**config.mk**
```make
export PLATFORM = sky130hd
export DESIGN_NAME = wb_arbiter_flat
export DESIGN_NICKNAME = d
export VERILOG_FILES = /design/src/rtl/wb_arbiter_if.sv /design/src/rtl/wb_arbiter.sv /design/src/flat_wrapper.sv
export SDC_FILE = /design/constraint.sdc
export NUM_CORES = 1
export LEC_CHECK = 0
export CAP_MARGIN = 5
export CORE_UTILIZATION = 45
export DETAILED_ROUTE_END_ITERATION = 10
export GPL_ROUTABILITY_DRIVEN = 0
export PLACE_DENSITY = 0.85
export SLEW_MARGIN = 20
export SYNTH_ARGS = -nofsm -noshare
export SYNTH_HDL_FRONTEND = slang
export SYNTH_SLANG_ARGS = --single-unit
```
**constraint.sdc**
```tcl
create_clock -name clk -period 4.3 [get_ports clk]
set_input_delay 0.86 -clock clk [delete_from_list [all_inputs] [get_ports clk]]
set_output_delay 0.86 -clock clk [all_outputs]
set_load 0.05 [all_outputs]
```
**src/rtl/wb_arbiter_if.sv**
```systemverilog
// Writeback arbiter bus: core (A) and mul/div (B) requests, dmem handshake,
// and the regfile write port with the hazard-tracking outputs.
interface wb_arbiter_if;
    logic       a_valid;
    logic [1:0] a_src;
    logic [4:0] a_rd;
    logic       a_ready;
    logic       b_valid;
    logic [4:0] b_rd;
    logic       b_ready;
    logic       dmem_ready;
    logic [1:0] wb_sel;
    logic       rf_we;
    logic [4:0] rf_waddr;
    logic       pend_valid;
    logic [4:0] pend_rd;
    logic       err;

    modport master (
        output a_valid, a_src, a_rd, b_valid, b_rd, dmem_ready,
        input  a_ready, b_ready, wb_sel, rf_we, rf_waddr, pend_valid, pend_rd, err
    );

    modport slave (
        input  a_valid, a_src, a_rd, b_valid, b_rd, dmem_ready,
        output a_ready, b_ready, wb_sel, rf_we, rf_waddr, pend_valid, pend_rd, err
    );
endinterface

```
**src/rtl/wb_arbiter.sv**
```systemverilog
// Round-robin regfile writeback arbiter between the core pipeline and the
// mul/div unit, with a bounded wait for dmem load data.
module wb_arbiter #(
    parameter int TIMEOUT = 16
) (
    input  logic         clk,
    input  logic         rst,
    wb_arbiter_if.slave  bus
);
    typedef enum logic [1:0] {IDLE, WAIT_MEM, WRITE} state_t;

    state_t     r_state;
    state_t     w_next;
    logic       r_last_b;
    logic [7:0] r_cnt;
    logic [1:0] r_wb_sel;
    logic [4:0] r_waddr;
    logic       r_err;

    logic       w_idle;
    logic       w_grant_a;
    logic       w_grant_b;
    logic       w_rsvd;
    logic       w_tmo;

    // Grants already include reset, so nothing is accepted while rst is high.
    assign w_idle    = (r_state == IDLE) && !rst;
    assign w_grant_a = w_idle && bus.a_valid && (!bus.b_valid || r_last_b);
    assign w_grant_b = w_idle && bus.b_valid && (!bus.a_valid || !r_last_b);
    assign w_rsvd    = w_grant_a && (bus.a_src == 2'b11);
    assign w_tmo     = (r_state == WAIT_MEM) && !bus.dmem_ready &&
                       (r_cnt == 8'(TIMEOUT - 1));

    always_ff @(posedge clk) begin
        if (rst) r_state <= IDLE;
        else     r_state <= w_next;
    end

    always_comb begin
        w_next = r_state;
        case (r_state)
            IDLE: begin
                if (w_grant_a) begin
                    case (bus.a_src)
                        2'b00:   w_next = WAIT_MEM;
                        2'b11:   w_next = IDLE;
                        default: w_next = WRITE;
                    endcase
                end else if (w_grant_b) begin
                    w_next = WRITE;
                end
            end
            WAIT_MEM: begin
                if (bus.dmem_ready) w_next = WRITE;
                else if (w_tmo)     w_next = IDLE;
            end
            WRITE:   w_next = IDLE;
            default: w_next = IDLE;
        endcase
    end

    // Outputs are masked by rst so they read zero for the whole reset cycle,
    // not just after the first reset edge.
    always_comb begin
        bus.a_ready    = w_idle && !w_grant_b;
        bus.b_ready    = w_idle && !w_grant_a;
        bus.rf_we      = !rst && (r_state == WRITE) && (r_waddr != 5'd0);
        bus.pend_valid = !rst && ((r_state == WAIT_MEM) || (r_state == WRITE));
        bus.wb_sel     = rst ? 2'b00 : r_wb_sel;
        bus.rf_waddr   = rst ? 5'd0  : r_waddr;
        bus.pend_rd    = rst ? 5'd0  : r_waddr;
        bus.err        = !rst && r_err;
    end

    always_ff @(posedge clk) begin
        if (rst) begin
            r_last_b <= 1'b1;
            r_cnt    <= 8'd0;
            r_wb_sel <= 2'b00;
            r_waddr  <= 5'd0;
            r_err    <= 1'b0;
        end else begin
            r_err <= w_rsvd || w_tmo;
            if (w_grant_a) begin
                r_last_b <= 1'b0;
                r_wb_sel <= bus.a_src;
                r_waddr  <= bus.a_rd;
            end else if (w_grant_b) begin
                r_last_b <= 1'b1;
                r_wb_sel <= 2'b11;
                r_waddr  <= bus.b_rd;
            end
            if ((r_state == WAIT_MEM) && (w_next == WAIT_MEM)) r_cnt <= r_cnt + 8'd1;
            else                                                 r_cnt <= 8'd0;
        end
    end
endmodule
```
**src/flat_wrapper.sv**
```systemverilog
// flat-port wrapper written by rule: the top's interface ports become plain ports
module wb_arbiter_flat 
#(
    parameter int TIMEOUT = 16
)
  (clk, rst, bus_a_valid, bus_a_src, bus_a_rd, bus_b_valid, bus_b_rd, bus_dmem_ready, bus_a_ready, bus_b_ready, bus_wb_sel, bus_rf_we, bus_rf_waddr, bus_pend_valid, bus_pend_rd, bus_err);
  wb_arbiter_if bus_i ();
  input  logic clk;
  input  logic rst;
  input wire logic [$bits(bus_i.a_valid)-1:0] bus_a_valid;
  input wire logic [$bits(bus_i.a_src)-1:0] bus_a_src;
  input wire logic [$bits(bus_i.a_rd)-1:0] bus_a_rd;
  input wire logic [$bits(bus_i.b_valid)-1:0] bus_b_valid;
  input wire logic [$bits(bus_i.b_rd)-1:0] bus_b_rd;
  input wire logic [$bits(bus_i.dmem_ready)-1:0] bus_dmem_ready;
  output wire logic [$bits(bus_i.a_ready)-1:0] bus_a_ready;
  output wire logic [$bits(bus_i.b_ready)-1:0] bus_b_ready;
  output wire logic [$bits(bus_i.wb_sel)-1:0] bus_wb_sel;
  output wire logic [$bits(bus_i.rf_we)-1:0] bus_rf_we;
  output wire logic [$bits(bus_i.rf_waddr)-1:0] bus_rf_waddr;
  output wire logic [$bits(bus_i.pend_valid)-1:0] bus_pend_valid;
  output wire logic [$bits(bus_i.pend_rd)-1:0] bus_pend_rd;
  output wire logic [$bits(bus_i.err)-1:0] bus_err;
  assign bus_i.a_valid = bus_a_valid;
  assign bus_i.a_src = bus_a_src;
  assign bus_i.a_rd = bus_a_rd;
  assign bus_i.b_valid = bus_b_valid;
  assign bus_i.b_rd = bus_b_rd;
  assign bus_i.dmem_ready = bus_dmem_ready;
  assign bus_a_ready = bus_i.a_ready;
  assign bus_b_ready = bus_i.b_ready;
  assign bus_wb_sel = bus_i.wb_sel;
  assign bus_rf_we = bus_i.rf_we;
  assign bus_rf_waddr = bus_i.rf_waddr;
  assign bus_pend_valid = bus_i.pend_valid;
  assign bus_pend_rd = bus_i.pend_rd;
  assign bus_err = bus_i.err;
  wb_arbiter #(.TIMEOUT(TIMEOUT)) u_core (.clk(clk), .rst(rst), .bus(bus_i));
endmodule
```
==> results of run 1 <==
==> cells by family (layout without fill, tap and decap cells) <==
| logic type | count (synthesis) | count (layout) |
|---|---|---|
| flops | 19 | 19 |
| mux | 5 | 5 |
| xor+xnor | 6 | 6 |
| simple gates | 53 | 53 |
| compound gates | 21 | 21 |
| fa+ha+maj | 6 | 6 |
| buf+inv | 18 | 47 |
==> power breakdown <==
part,internal (mW),switching (mW),total [mW]
combinational,0.0592,0.0915,0.151
clock,0.0361,0.0549,0.0910
sequential,0.188,0.00616,0.194
total,0.283,0.153,0.436
==> worst paths after layout <==
path | end | depth (start not counted)
max | bus_b_ready | 5
min | u_core.r_cnt[0]$_SDFF_PP0_ | 1
max reg2reg | u_core.r_wb_sel[0]$_SDFFE_PP0P_ | 6
min reg2reg | u_core.r_cnt[0]$_SDFF_PP0_ | 1
==> final cells by class <==
type,instances,area [µm²]
fillers,199,815
multi-input cells,91,648
flip-flops and latches,19,380
repair buffers,34,338
well taps,28,35.0
inverters,9,33.8
clock buffers,4,26.3
==> worst register-to-register path: stages (launching register included) <==
cell and delay (ns):
dfxtp_1 0.35, inv_1 0.15, ha_1 0.30, nand2b_1 0.18, nor2_1 0.62, nor2_1 0.09, a211oi_1 0.22
==> registers in the layout, summed over array words and instances (netlist names) <==
name and cells:
u_core.r_wb_sel 2, u_core.r_state 2, u_core.r_err 1, u_core.r_last_b 1, u_core.r_cnt 8, u_core.r_waddr 5
==> routing by layer <==
layer | part of all wire [%] | wire, µm | vias up | global-route usage [%]
met4 | 0.55 | 13 | 0 | 5.41
met5 | 0 | 0 | - | 0
met2 | 52 | 1230 | 27 | 36.8
met1 | 43 | 1020 | 458 | 21.7
met3 | 4.6 | 109 | 2 | 6.14
li1 | - | - | 492 | -
==> through the flow <==
| stage | cell area (µm²) | power [mW] | util (%) | setup slack (ns) | instances |
|---|---|---|---|---|---|
| final | 1460 | 0.436 | 64.2 | 0.786 | 185 |
| after global routing | 1460 | 0.461 | 64.2 | 0.663 | 185 |
| after detailed placement | 1440 | 0.348 | 63.1 | 0.800 | 181 |
| after floorplan | 1110 | 0.302 | - | 1.05 | 128 |
| after global placement | 1440 | 0.344 | 63.1 | 0.842 | 181 |
| after CTS | 1460 | 0.438 | 64.2 | 0.798 | 185 |
==> placed cells by master, fill, tap and decap left out, types with 2 or more instances in the layout <==
cell type and count:
mux2i_1 5, nand2_1 2, xor2_1 2, clkdlybuf4s50_1 33, nor2_1 16, clkbuf_4 3, nor2b_1 5, nand3_1 4
a21oi_1 9, ha_1 6, and2b_1 5, or2_2 2, inv_1 9, o21ba_2 2, xnor2_1 4, nor3_1 9
a211oi_1 2, dfxtp_1 19
==> flow_summary.ini, run 1 <==
[outcome]
outcome = completed

[synth]
yosys.area.top_type = dfxtp_1
synth_xor_xnor_area_share_pct = 4.71
yosysTopAreaCellShare_pct = 34.1
yosysWarnings = 0
syn_nets = 151
synth.area.top_cells = dfxtp_1 34%, ha_1 6.7%, nor2_1 5.4%, mux2i_1 4.5%, a21oi_1 4.0%
syn_avg_cell_area_um2 = 8.71
synth_top_flop_cell = dfxtp_1
synthMuxAreaShare_pct = 4.49
synth_common_cells = 19 x dfxtp_1, 16 x nor2_1, 9 x a21oi_1, 9 x inv_1, 9 x nor3_1
yosys.area_share.simple_pct = 25.8
netlist_area_um2 = 1110
synth-compound-area-share_pct = 16.4
synth.distinct_cells = 36
ys_async_sr_fraction_pct = 0
seq_area_frac_synth_pct = 34.1
synth_top_family_by_area = simple AND/OR/NAND/NOR gates
synthAdderAreaFrac_pct = 6.73
yosysMostFrequentCell = dfxtp_1
synth_enable_flop_cells = 0
ys_seq_elements = 19
netlist_instances = 128

[timing]
finalSetupViolCount = 0
fin_setup_tns_ns = 0
fin_hold_ws_ns = 0.492
grt_setup_unrepaired = no
fin_skew_ns = 0.0113
relSlewSlack_pct = 49.9
timing.final.crit_period_ns = 3.51
worstMarginPinSlew_ns = 0.749
hold_viol = 0
fmaxAchievable_mhz = 285
period_share_pct = 81.7
slew_viol_final = 0

[clock_tree]
root_buffer = clkbuf_4
path_clk_slew_ns = 0.10
cts_tree = yes
cts_setup_buffers = 0
hold_buffers = 0
h-tree-depth = 1
cts_inserted_buffers = 3
cts_sinks = 19
post_cts_resized = 0
insertion_delay_ns = 0.30
clk_path_buf_depth = 2

[drt]
antenna_left = 0
drcViolationCount = 0
drt_first_pass_iters = 4
vias = 979
drt_iter0_markers = 21
viasPerCell = 5.29
wire_per_inst_um = 12.8
drt_wl_total_um = 2370

[critical_path]
critPathMaxStageDelay_ns = 0.81
cp_slowest_cell = clkdlybuf4s50_1
worstSetupStartpointType = input port
crit_path_end_kind = output pin
r2r-start = u_core.r_state[1]$_SDFF_PP0_
path_buf_inv = 3
cp_top_family = buffers and inverters
crit_start = rst
criticalPathCategory = in -> out
cp_common_cell = clkdlybuf4s50_1
required_ns = 3.44
crit_arrival_ns = 2.65
path_cells = clkdlybuf4s50_1 > buf_4 > nand2b_1 > a21oi_1 > clkdlybuf4s50_1
crit_fanout = 21
r2r_setup_slack_ns = 2.32

[pwr]
pwr_density_cell_nw_per_um2 = 298
ir_worst_vdd_v = 0.000233
leakagePower_nw = 0.584

[run]
drv_cap = 0

[floorplanning]
die_area_um2 = 2680
row_count = 17
die_height_um = 51.8
ios = 34
die_w_um = 51.8
core_um2 = 2280
start_util_pct = 49.0

[worst_hold_path]
min_path_type = reg -> reg
hp-start = u_core.r_cnt[0]$_SDFF_PP0_

[place]
io_buffers = 33
dp_hpwl_um = 1870

[grt]
grt_first_pass_wirelength_um = 3900
grt_pass1_vias = 898
antenna_found_initial = 0
grt_max_degree = 22
overflow = 0
grt_use_total_pct = 19.9

[final_layout]
drive_above_1_share_pct = 8.92
nNetsFinal = 181
areaGrowthSynthToFinish_pct = 31.1
antennaDiodeCount = 0
No activity file was read; power rests on OpenSTA's default activity.
==> run 2, diff against run 1 <==
CORE_UTILIZATION = 41   (was 45)
PLACE_DENSITY = 0.82   (was 0.85)
clock period = 3.15 ns   (was 4.3 ns; I/O delays follow)
==> run 2 against run 1 <==
- register-to-register slack got worse by 1.1 ns
- highest routed layer unchanged
- worst setup slack got worse by 0.23 ns
- clock power grew 36%
- largest power group unchanged
==> flow_summary.ini, run 2 (synthesis results as in run 1) <==
[clock_tree]
path_clk_slew_ns = 0.11
cts_sinks = 19
h-tree-depth = 1
hold_buffers = 0
cts_inserted_buffers = 3
clk_path_buf_depth = 2
cts_setup_buffers = 0
root_buffer = clkbuf_4
cts_tree = yes
insertion_delay_ns = 0.30
post_cts_resized = 0

[grt]
antenna_found_initial = 0
overflow = 0
grt_max_degree = 13
grt_pass1_vias = 956
grt_use_total_pct = 19.6
grt_first_pass_wirelength_um = 4060

[floorplanning]
die_w_um = 54.1
ios = 34
die_area_um2 = 2930
die_height_um = 54.1
row_count = 18
start_util_pct = 44.2
core_um2 = 2520

[critical_path]
path_buf_inv = 3
crit_path_end_kind = output pin
worstSetupStartpointType = input port
cp_top_family = buffers and inverters
crit_fanout = 11
critPathMaxStageDelay_ns = 0.65
crit_start = rst
cp_slowest_cell = clkdlybuf4s50_1
required_ns = 2.52
path_cells = clkdlybuf4s50_1 > buf_4 > and2b_1 > buf_12
r2r-start = u_core.r_state[1]$_SDFF_PP0_
crit_arrival_ns = 1.96
criticalPathCategory = in -> out

[place]
pre_cts_slack_ns = 0.482
io_buffers = 33
dp_hpwl_um = 2020

[timing]
finalSetupViolCount = 0
period_share_pct = 82.2
grt_setup_unrepaired = no
slew_viol_final = 0
fmaxAchievable_mhz = 386
timing.final.crit_period_ns = 2.59
setup_ws_ns = 0.559
worstMarginPinSlew_ns = 0.495
fin_setup_tns_ns = 0
hold_viol = 0
fin_skew_ns = 0.00455
fin_hold_ws_ns = 0.497
relSlewSlack_pct = 66.9

[final_layout]
nNetsFinal = 182
reg_top3 = u_core.r_cnt x8, u_core.r_waddr x5
layout_commonest_cell = dfxtp_1
antennaDiodeCount = 0
regMostFlops = u_core.r_cnt
final_cell_mix = 19 x dfxtp_1, 16 x nor2_1, 16 x clkdlybuf4s50_1
drive_above_1_share_pct = 20.9
largest_reg_flops = 8
areaGrowthSynthToFinish_pct = 42.0

[outcome]
outcome = completed

[pwr]
leakagePower_nw = 0.658
pwr_density_cell_nw_per_um2 = 402
ir_worst_vdd_v = 0.000261

[drt]
wire_per_inst_um = 13.0
antenna_left = 0
viasPerCell = 5.13
drt_first_pass_iters = 4
vias = 965
drt_iter0_markers = 13
drcViolationCount = 0
drt_wl_total_um = 2450

[worst_hold_path]
min_path_type = reg -> reg
hp-start = u_core.r_cnt[0]$_SDFF_PP0_

[run]
drv_cap = 0
-- run 2: layer usage --
| layer | GRT usage (%) | up-vias | routed length [µm] |
|---|---|---|---|
| li1 | - | 492 | - |
| met1 | 19.5 | 443 | 959 |
| met2 | 37.4 | 25 | 1320 |
| met3 | 4.52 | 5 | 131 |
| met4 | 8.97 | 0 | 39 |
| met5 | 0 | - | 0 |
-- run 2: power breakdown --
part / switching, mW / total, mW / internal [mW]
Clock: 0.0758 / 0.124 / 0.0484
Sequential: 0.00896 / 0.265 / 0.256
Combinational: 0.135 / 0.246 / 0.112
Total: 0.219 / 0.636 / 0.416
-- run 2: area by class of cell --
type,count,area [µm²]
tap,30,37.5
sequential,19,380
clock inverter,1,7.51
clock buffer,3,22.5
fill,208,940
timing repair buffer,35,453
inverter,9,33.8
multi-input combinational,91,648
-- run 2: worst register-to-register path, stage by stage, from the launching register on --
cell      delay, ns
dfxtp_1        0.36
inv_1          0.15
ha_1           0.30
nand2b_1       0.16
or3_1          0.52
mux2i_1        0.17
a21oi_1        0.17
-- run 2: path summary, 6_finish.rpt --
kind                                                       end  slack [ns]  cells after the start
worst max-delay path                            bus_pend_rd[3]        0.56                      4
worst min-delay path                u_core.r_cnt[0]$_SDFF_PP0_        0.50                      1
worst max register to register  u_core.r_waddr[3]$_SDFFE_PP0P_        1.24                      6
worst min register to register      u_core.r_cnt[0]$_SDFF_PP0_        0.50                      1
-- run 2: per-stage QoR --
step	util (%)	instances	total power, mW	instance area (µm²)
after floorplan	-	128	0.412	1110
after CTS	62.7	188	0.644	1580
after detailed placement	61.6	184	0.518	1550
final	62.7	188	0.636	1580
after global routing	62.7	188	0.670	1580
after global placement	61.6	184	0.510	1550
